==> src/rtl/johnson_seq_ctrl_pkg.sv <==
// Shared types and helpers for the Johnson ring sequencer.
// Code helpers take a 32-bit code plus its live width.
package johnson_seq_pkg;

    typedef enum logic [1:0] {
        ST_IDLE,
        ST_RUN,
        ST_HOLD,
        ST_DONE
    } state_t;

    localparam logic DIR_FWD = 1'b0;
    localparam logic DIR_REV = 1'b1;

    // Legal codes are thermometers: at most one bit-to-bit transition.
    function automatic logic johnson_is_legal(
        input logic [31:0] code,
        input int unsigned w
    );
        int unsigned n;
        n = 0;
        for (int i = 0; i < 31; i++) begin
            if (i + 1 < int'(w) && code[5'(i)] != code[5'(i + 1)])
                n++;
        end
        return n <= 32'd1;
    endfunction

    function automatic int unsigned johnson_idx(
        input logic [31:0] code,
        input int unsigned w
    );
        int unsigned pop;
        logic [4:0]  top;
        pop = 0;
        top = 5'(w - 1);
        for (int i = 0; i < 32; i++) begin
            if (i < int'(w) && code[5'(i)])
                pop++;
        end
        return code[top] ? 2 * w - pop : pop;
    endfunction

endpackage

==> src/rtl/johnson_seq_ctrl_if.sv <==
// Control/status bundle between system control and the sequencer.
// master drives requests, slave is the sequencer.
interface johnson_seq_if #(
    parameter int WIDTH = 4,
    parameter int CNT_W = 8,
    parameter int IW    = $clog2(2 * WIDTH)
);
    logic             start;
    logic [CNT_W-1:0] step_count;
    logic             dir;
    logic             hold;
    logic             abort;
    logic             err_clr;
    logic             busy;
    logic             done;
    logic [WIDTH-1:0] phase;
    logic [IW-1:0]    phase_idx;
    logic             wrap;
    logic             err;

    modport master (
        output start, step_count, dir, hold, abort, err_clr,
        input  busy, done, phase, phase_idx, wrap, err
    );

    modport slave (
        input  start, step_count, dir, hold, abort, err_clr,
        output busy, done, phase, phase_idx, wrap, err
    );
endinterface

==> src/rtl/johnson_seq_ctrl_ring.sv <==
// Twisted-ring register with step/direction and synchronous clear.
// o_next exposes the code one step ahead so the owner can spot wraps.
module johnson_ring #(
    parameter int WIDTH = 4
) (
    input  logic             clk,
    input  logic             reset_n,
    input  logic             i_step_en,
    input  logic             i_dir,
    input  logic             i_clr,
    output logic [WIDTH-1:0] o_phase,
    output logic [WIDTH-1:0] o_next
);
    import johnson_seq_pkg::*;

    logic [WIDTH-1:0] r_phase;

    always_comb begin
        o_next = {r_phase[WIDTH-2:0], ~r_phase[WIDTH-1]};
        if (i_dir == DIR_REV)
            o_next = {~r_phase[0], r_phase[WIDTH-1:1]};
    end

    always_ff @(posedge clk or negedge reset_n) begin
        if (!reset_n)
            r_phase <= '0;
        else if (i_clr)
            r_phase <= '0;
        else if (i_step_en)
            r_phase <= o_next;
    end

    assign o_phase = r_phase;
endmodule

==> src/rtl/johnson_seq_ctrl.sv <==
// Johnson ring sequencer: run/hold/abort FSM, step counter,
// illegal-code scrubbing with sticky error, and wrap pulse.
module johnson_seq_ctrl #(
    parameter int WIDTH = 4,
    parameter int CNT_W = 8
) (
    input  logic         clk,
    input  logic         reset_n,
    johnson_seq_if.slave bus
);
    import johnson_seq_pkg::*;

    localparam int IW = $clog2(2 * WIDTH);

    state_t           r_state;
    logic [CNT_W-1:0] r_rem;
    logic             r_dir;
    logic             r_busy;
    logic             r_done;
    logic             r_wrap;
    logic             r_err;

    logic [WIDTH-1:0] w_ring;
    logic [WIDTH-1:0] w_phase;
    logic [WIDTH-1:0] w_next;
    logic             w_illegal;
    logic             w_active;
    logic             w_step;
    logic             w_clr;

    assign w_phase   = w_ring;
    assign w_illegal = !johnson_is_legal(32'(w_phase), WIDTH);
    assign w_active  = (r_state == ST_RUN) || (r_state == ST_HOLD);
    assign w_step    = !w_illegal && (r_state == ST_RUN)
                       && !bus.abort && !bus.hold;
    assign w_clr     = w_illegal || (w_active && bus.abort);

    johnson_ring #(.WIDTH(WIDTH)) u_ring (
        .clk       (clk),
        .reset_n   (reset_n),
        .i_step_en (w_step),
        .i_dir     (r_dir),
        .i_clr     (w_clr),
        .o_phase   (w_ring),
        .o_next    (w_next)
    );

    // A scrub cycle freezes the FSM so no step is lost.
    always_ff @(posedge clk or negedge reset_n) begin
        if (!reset_n) begin
            r_state <= ST_IDLE;
            r_rem   <= '0;
            r_dir   <= DIR_FWD;
            r_busy  <= 1'b0;
            r_done  <= 1'b0;
        end else if (!w_illegal) begin
            r_done <= 1'b0;
            unique case (r_state)
                ST_IDLE: begin
                    if (bus.start) begin
                        r_dir <= bus.dir;
                        r_rem <= bus.step_count;
                        if (bus.step_count != '0) begin
                            r_state <= ST_RUN;
                            r_busy  <= 1'b1;
                        end else begin
                            r_state <= ST_DONE;
                            r_done  <= 1'b1;
                        end
                    end
                end
                ST_RUN: begin
                    if (bus.abort) begin
                        r_state <= ST_IDLE;
                        r_busy  <= 1'b0;
                    end else if (bus.hold) begin
                        r_state <= ST_HOLD;
                    end else begin
                        r_rem <= r_rem - 1'b1;
                        if (r_rem == 1) begin
                            r_state <= ST_DONE;
                            r_busy  <= 1'b0;
                            r_done  <= 1'b1;
                        end
                    end
                end
                ST_HOLD: begin
                    if (bus.abort) begin
                        r_state <= ST_IDLE;
                        r_busy  <= 1'b0;
                    end else if (!bus.hold) begin
                        r_state <= ST_RUN;
                    end
                end
                ST_DONE: r_state <= ST_IDLE;
                default: r_state <= ST_IDLE;
            endcase
        end
    end

    always_ff @(posedge clk or negedge reset_n) begin
        if (!reset_n) begin
            r_err  <= 1'b0;
            r_wrap <= 1'b0;
        end else begin
            r_err  <= w_illegal | (r_err & ~bus.err_clr);
            r_wrap <= w_step && (w_next == '0);
        end
    end

    assign bus.busy      = r_busy;
    assign bus.done      = r_done;
    assign bus.phase     = w_phase;
    assign bus.phase_idx = IW'(johnson_idx(32'(w_phase), WIDTH));
    assign bus.wrap      = r_wrap;
    assign bus.err       = r_err;
endmodule

==> src/flat_wrapper.sv <==
// flat-port wrapper written by rule: the top's interface ports become plain ports
module johnson_seq_ctrl_flat import johnson_seq_pkg::*;
#(
    parameter int WIDTH = 4,
    parameter int CNT_W = 8
)
  (clk, reset_n, bus_start, bus_step_count, bus_dir, bus_hold, bus_abort, bus_err_clr, bus_busy, bus_done, bus_phase, bus_phase_idx, bus_wrap, bus_err);
  johnson_seq_if #(.WIDTH(WIDTH), .CNT_W(CNT_W)) bus_i ();
  input  logic clk;
  input  logic reset_n;
  input wire logic [$bits(bus_i.start)-1:0] bus_start;
  input wire logic [$bits(bus_i.step_count)-1:0] bus_step_count;
  input wire logic [$bits(bus_i.dir)-1:0] bus_dir;
  input wire logic [$bits(bus_i.hold)-1:0] bus_hold;
  input wire logic [$bits(bus_i.abort)-1:0] bus_abort;
  input wire logic [$bits(bus_i.err_clr)-1:0] bus_err_clr;
  output wire logic [$bits(bus_i.busy)-1:0] bus_busy;
  output wire logic [$bits(bus_i.done)-1:0] bus_done;
  output wire logic [$bits(bus_i.phase)-1:0] bus_phase;
  output wire logic [$bits(bus_i.phase_idx)-1:0] bus_phase_idx;
  output wire logic [$bits(bus_i.wrap)-1:0] bus_wrap;
  output wire logic [$bits(bus_i.err)-1:0] bus_err;
  assign bus_i.start = bus_start;
  assign bus_i.step_count = bus_step_count;
  assign bus_i.dir = bus_dir;
  assign bus_i.hold = bus_hold;
  assign bus_i.abort = bus_abort;
  assign bus_i.err_clr = bus_err_clr;
  assign bus_busy = bus_i.busy;
  assign bus_done = bus_i.done;
  assign bus_phase = bus_i.phase;
  assign bus_phase_idx = bus_i.phase_idx;
  assign bus_wrap = bus_i.wrap;
  assign bus_err = bus_i.err;
  johnson_seq_ctrl #(.WIDTH(WIDTH), .CNT_W(CNT_W)) u_core (.clk(clk), .reset_n(reset_n), .bus(bus_i));
endmodule
==> config.mk <==
export PLATFORM = sky130hd
export DESIGN_NAME = johnson_seq_ctrl_flat
export DESIGN_NICKNAME = d
export VERILOG_FILES = /design/src/rtl/johnson_seq_ctrl_pkg.sv /design/src/rtl/johnson_seq_ctrl_if.sv /design/src/rtl/johnson_seq_ctrl_ring.sv /design/src/rtl/johnson_seq_ctrl.sv /design/src/flat_wrapper.sv
export SDC_FILE = /design/constraint.sdc
export NUM_CORES = 1
export LEC_CHECK = 0
export ABC_CLOCK_PERIOD_IN_PS = 7400
export CORE_ASPECT_RATIO = 1.75
export CORE_MARGIN = 1
export CORE_UTILIZATION = 56
export CTS_CLUSTER_SIZE = 10
export DETAILED_ROUTE_END_ITERATION = 7
export PLACE_DENSITY = 0.85
export SLEW_MARGIN = 20
export SYNTH_ARGS = -nofsm -noshare
export SYNTH_HDL_FRONTEND = slang
export SYNTH_SLANG_ARGS = --single-unit
==> constraint.sdc <==
create_clock -name clk -period 7.4 [get_ports clk]
set_input_delay 1.48 -clock clk [delete_from_list [all_inputs] [get_ports clk]]
set_output_delay 1.48 -clock clk [all_outputs]
set_load 0.1 [all_outputs]
==> results of run 1 <==
per-stage QoR:
stage	area [um^2]	instances
global route	1690	204
global placement	1640	200
finish	1690	204
detailed placement	1645	200
CTS	1690	204
floorplan	1386	157
per-layer routing:
layer / vias to the layer above / global-route usage (%) / wire, um
li1: 597 / - / -
met1: 605 / 28.63 / 1195
met2: 36 / 51.23 / 1795
met3: 7 / 2.922 / 98
met4: 0 / 11.64 / 68
met5: - / 0 / 0
kinds of logic after synthesis:
logic type / after synthesis / share of synthesized area, %
buffers and inverters: 19 / 5.234
AOI/OAI and AO/OA: 40 / 17.78
DFF: 19 / 34.30
xor gates and xnor gates: 6 / 3.791
and+or+nand+nor: 56 / 23.65
muxes: 6 / 4.783
adders and majority gates: 11 / 10.47
final cells by class:
cell class / instances / area [um^2] / share of cell area (%)
flip-flops and latches: 19 / 475.5 / 28.13
well taps: 25 / 31.28 / 1.850
inverters: 12 / 45.04 / 2.665
clock buffers: 4 / 45.04 / 2.665
repair buffers: 25 / 250.2 / 14.80
multi-input cells: 119 / 843.3 / 49.89
layout by cell type, fill, tap and decap left out, types with 2 or more instances in the layout:
| cell type | synthesis | final |
|---|---|---|
| xor2_1 | 5 | 5 |
| clkdlybuf4s50_1 | 0 | 25 |
| ha_1 | 10 | 10 |
| nand4b_1 | 2 | 2 |
| nand2_1 | 11 | 11 |
| nor4_1 | 2 | 2 |
| a31oi_1 | 2 | 2 |
| a211oi_1 | 4 | 4 |
| o21ai_1 | 2 | 2 |
| o21ai_0 | 13 | 13 |
| nor2_1 | 10 | 10 |
| a21oi_1 | 7 | 7 |
| mux2i_1 | 4 | 4 |
| o22ai_1 | 3 | 3 |
| clkbuf_8 | 0 | 3 |
| nor3_1 | 4 | 4 |
| dfrtp_1 | 19 | 19 |
| nand2b_1 | 2 | 2 |
| nor3b_1 | 3 | 2 |
| or2_2 | 4 | 4 |
| nor2b_1 | 3 | 3 |
| inv_1 | 12 | 12 |
| nand3_1 | 4 | 4 |
| a21o_1 | 3 | 3 |
final timing paths:
kind,endpoint,startpoint,depth (start not counted),slack [ns]
max reg2reg,u_core.r_rem[3]$_DFFE_PN0P_,u_core.u_ring.o_phase[1]$_DFFE_PN0P_,7,4.74
max in group asynchronous,u_core.u_ring.o_phase[2]$_DFFE_PN0P_,reset_n,1,5.15
min in group asynchronous,u_core.bus.busy$_DFFE_PN0P_,reset_n,1,1.71
min,u_core.bus.done$_DFFE_PN0P_,u_core.bus.done$_DFFE_PN0P_,1,0.51
min reg2reg,u_core.bus.done$_DFFE_PN0P_,u_core.bus.done$_DFFE_PN0P_,1,0.51
max,bus_phase_idx[2],u_core.u_ring.o_phase[1]$_DFFE_PN0P_,10,2.41
flip-flops by register name, summed over array words and instances, names as in the netlist:
name,count
u_core.bus.done,1
u_core.r_rem,8
u_core.r_state,2
u_core.r_dir,1
u_core.u_ring.o_phase,4
u_core.bus.err,1
u_core.bus.wrap,1
u_core.bus.busy,1
==> impl_metrics.tcl, run 1 <==
set metrics [dict create \
    outcome "finished, final reports clean" \
    dr.pass1.iters 5 \
    path_cells "inv_1 > ha_1 > xor2_1 > ha_1 > a21oi_1 > ha_1 > xnor2_1 > nand2_1 > xor2_1 > clkdlybuf4s50_1" \
    pre_cts_ws_ns 2.696 \
    synth_top_cell_by_area "dfrtp_1" \
    fin_nets 206 \
    grt_antenna_before_repair 0 \
    grt_pass1_wl_um 5133 \
    synth_seq_cells 19 \
    htreeDepth 1 \
    fin_tns_setup_ns 0 \
    setup_viol 0 \
    die_x_um 39.61 \
    grt_max_degree 20 \
    yosys-top-cells-area "dfrtp_1 (34%), ha_1 (9.0%), o21ai_0 (4.7%), inv_1 (3.2%), xor2_1 (3.2%)" \
    tritoncts "done" \
    cts_sinks 19 \
    synth_edf_count 0 \
    synthCells 157 \
    finish.utilization_pct 73.42 \
    numPortBuffers 25 \
    die_h_um 67.82 \
    synth_cell_type_count 45 \
    worstSkewPairLatency_ns 0.26 \
    ant_nets 0 \
    vias 1245 \
    min_period_ns 4.988 \
    ys.warnings.count 0 \
    grt_overflow 0 \
    finalCritPeriodShare_pct 67.41 \
    rsz0062_at_grt "false" \
    cts_setup_buffers 0 \
    drive_gt1_share_pct 8.380 \
    start_util_pct 60.22 \
    route.detailed.drc 0 \
    ctsLongestPathBuffers 2 \
    ys_seq_area_share_pct 34.30 \
    tightest_slew_ns 0.9729 \
    hold_slack_ns 0.5109 \
    netlist_area_um2 1386 \
    crit_type "reg -> out" \
    worstSetupEndpointType "output port" \
    synth_nets 183 \
    drv_slew 0 \
    drv_cap 0 \
    crit_slowest_cell "clkdlybuf4s50_1" \
    clk_pin_slew_ns 0.07 \
    cts_made_buffers 3 \
    cp_slowest_stage_delay_ns 1.14 \
    routed_via_density 6.103 \
    arrival_ns 3.51 \
    n_antenna_cell 0 \
    coreArea_um2 2302 \
    cp_max_fo 8 \
    hp-class "reg -> reg" \
    wl_um 3158 \
    synth_common_cells "dfrtp_1 (19), o21ai_0 (13), inv_1 (12)" \
    critPathBufInv 2 \
    syn_to_final_growth_pct 21.93 \
    grt_use_total_pct 27.35 \
    routabilityCongestion 0.8322 \
    slew_headroom_pct 34.94 \
    startpoint_type "flip-flop" \
    path_common_cell "ha_1" \
    root_buffer "clkbuf_8" \
    syn_area_per_cell_um2 8.830 \
    clock_skew_ns 0.004354 \
    hold_viol 0 \
    hpwlAfterDp_um 2448 \
    grt_pass1_vias 1231 \
    n_fill_cell 186 \
    postCtsHoldBufs 0 \
    layout_setup_ws_ns 2.412 \
    worstPathRequired_ns 5.92 \
    crit_family "buffers and inverters" \
    avgRoutedWirePerCell_um 15.48 \
    drt_iter0_drc 32 \
    synth_most_common_cell "dfrtp_1" \
    cts_resized 0 \
    ios 26 \
    async_flop_share_pct 100.0 \
    max_clock_freq_mhz 200.5 \
    yosysTopAreaCellShare_pct 34.30 \
    rows 23 \
    synth_ff_type "dfrtp_1" \
    dieArea_um2 2686 \
]
Power of run 1 is left out: the tool's default activity adds up to more than one toggle a clock period on the data nets, which glitch-free logic cannot reach.
==> run 2: changes to the inputs <==
Settings changed: ABC_CLOCK_PERIOD_IN_PS 7400 to 4700, CORE_UTILIZATION 56 to 52, PLACE_DENSITY 0.85 to 0.8.
Clock period 7.4 ns to 4.7 ns, I/O delays scaled along.
==> run 2 against run 1 <==
First-iteration DRC count increased by 44%. Sequential share of layout area is 0.61 points lower. Via count increased by 1.7%.
==> impl_metrics.tcl, run 2 (synthesis gave the netlist of run 1 again) <==
set metrics [dict create \
    finalCritPeriodShare_pct 80.08 \
    routabilityCongestion 0.7943 \
    numPortBuffers 25 \
    wl_um 3231 \
    hp-class "reg -> reg" \
    use_met1_pct 29.46 \
    drv_cap 0 \
    ios 26 \
    busiest_layer "met2" \
    layout_common_cells "clkdlybuf4s50_1 (23), dfrtp_1 (19), o21ai_0 (13)" \
    min_period_ns 3.764 \
    fin_tns_setup_ns 0 \
    cts_resized 0 \
    drive_gt1_share_pct 11.11 \
    tightest_slew_ns 0.9755 \
    route.detailed.drc 0 \
    cp_max_fo 7 \
    worstSetupEndpointType "output port" \
    rows 24 \
    reg2reg_depth 7 \
    grt_pass1_wl_um 5506 \
    arrival_ns 2.82 \
    die_h_um 70.31 \
    finish.utilization_pct 68.50 \
    cts_made_buffers 3 \
    hold_viol 0 \
    fin_nets 207 \
    final_common_cell "clkdlybuf4s50_1" \
    cts_sinks 19 \
    drt_iter0_drc 46 \
    grt_pass1_vias 1264 \
    avgRoutedWirePerCell_um 15.68 \
    ctsLongestPathBuffers 2 \
    vias 1266 \
    start_util_pct 54.96 \
    worstSkewPairLatency_ns 0.26 \
    grt_antenna_before_repair 0 \
    crit_type "reg -> out" \
    fin_cells 206 \
    rsz0062_at_grt "false" \
    grt_use_total_pct 26.80 \
    clk_pin_slew_ns 0.08 \
    max_clock_freq_mhz 265.7 \
    drv_slew 0 \
    met2_usage_pct 45.14 \
    postCtsHoldBufs 0 \
    setup_viol 0 \
    cts_setup_buffers 0 \
    routed_via_density 6.146 \
    hold_depth 1 \
    syn_to_final_growth_pct 24.64 \
    hpwlAfterDp_um 2562 \
    root_buffer "clkbuf_8" \
    grt_overflow 0 \
    n_fill_cell 221 \
    grt_max_degree 20 \
    die_x_um 41.03 \
    top_register "u_core.r_rem" \
    dieArea_um2 2885 \
    largest_reg_flops 8 \
    dr.pass1.iters 6 \
    ant_nets 0 \
    n_antenna_cell 0 \
    htreeDepth 1 \
    startpoint_type "flip-flop" \
    use_met3_pct 4.444 \
    placed_cells 202 \
    slew_headroom_pct 34.76 \
    coreArea_um2 2522 \
    clock_skew_ns 0.008939 \
    tritoncts "done" \
    worstPathRequired_ns 3.76 \
    outcome "finished, final reports clean" \
]
run 2: cell types whose count changed in the layout (fill, tap and decap cells not counted):
cell / previous run / this run
nor3b_2: 1 / 0
xor2_1: 5 / 3
buf_4: 0 / 3
clkinv_2: 0 / 1
xor2_4: 0 / 2
clkbuf_1: 1 / 0
nor3b_1: 2 / 3
clkdlybuf4s50_1: 25 / 23
run 2: area by class of cell:
| type | instances | area, um^2 | share of cell area [%] |
|---|---|---|---|
| clock inverters | 1 | 5.005 | 0.2896 |
| flip-flops and latches | 19 | 475.5 | 27.52 |
| multi-input cells | 119 | 875.8 | 50.69 |
| repair buffers | 26 | 252.7 | 14.63 |
| well taps | 26 | 32.53 | 1.883 |
| inverters | 12 | 45.04 | 2.607 |
| clock buffers | 3 | 41.29 | 2.390 |
run 2: through the flow:
stage | hold slack [ns] | worst slack (ns) | instance area (um^2)
after global routing | 0.4998 | 0.6946 | 1728
after CTS | 0.4857 | 0.9142 | 1728
after global placement | 0.4690 | 1.311 | 1682
after detailed placement | 0.4684 | 1.215 | 1682
after floorplan | 0.5008 | 0.2210 | 1424
final | 0.4837 | 0.9361 | 1728
run 2: routing by layer:
metal  wire (um)  share of wire [%]  vias to the layer above
met4          59                1.8                        0
met2        1879                 58                       34
met5           0                  0                        -
met3          81                2.5                        8
li1            -                  -                      595
met1        1211                 37                      629
run 2: critical path, stage by stage (launching register included):
cell and delay (ns):
dfrtp_1 0.45, inv_1 0.10, ha_1 0.44, xor2_1 0.21
ha_1 0.32, a21oi_1 0.13, ha_1 0.17, xnor2_1 0.11
nand2_1 0.15, xor2_4 0.18, buf_4 0.30
run 2: path summary, 6_finish.rpt:
kind | endpoint | slack (ns) | start
worst min register to register | u_core.bus.done$_DFFE_PN0P_ | 0.48 | u_core.bus.done$_DFFE_PN0P_
min in group asynchronous | u_core.u_ring.o_phase[0]$_DFFE_PN0P_ | 1.16 | reset_n
worst min-delay path | u_core.bus.done$_DFFE_PN0P_ | 0.48 | u_core.bus.done$_DFFE_PN0P_
worst max register to register | u_core.r_rem[3]$_DFFE_PN0P_ | 1.97 | u_core.u_ring.o_phase[0]$_DFFE_PN0P_
max in group asynchronous | u_core.u_ring.o_phase[1]$_DFFE_PN0P_ | 3.01 | reset_n
worst max-delay path | bus_phase_idx[2] | 0.94 | u_core.u_ring.o_phase[0]$_DFFE_PN0P_
Power of run 2 is left out for the same reason.
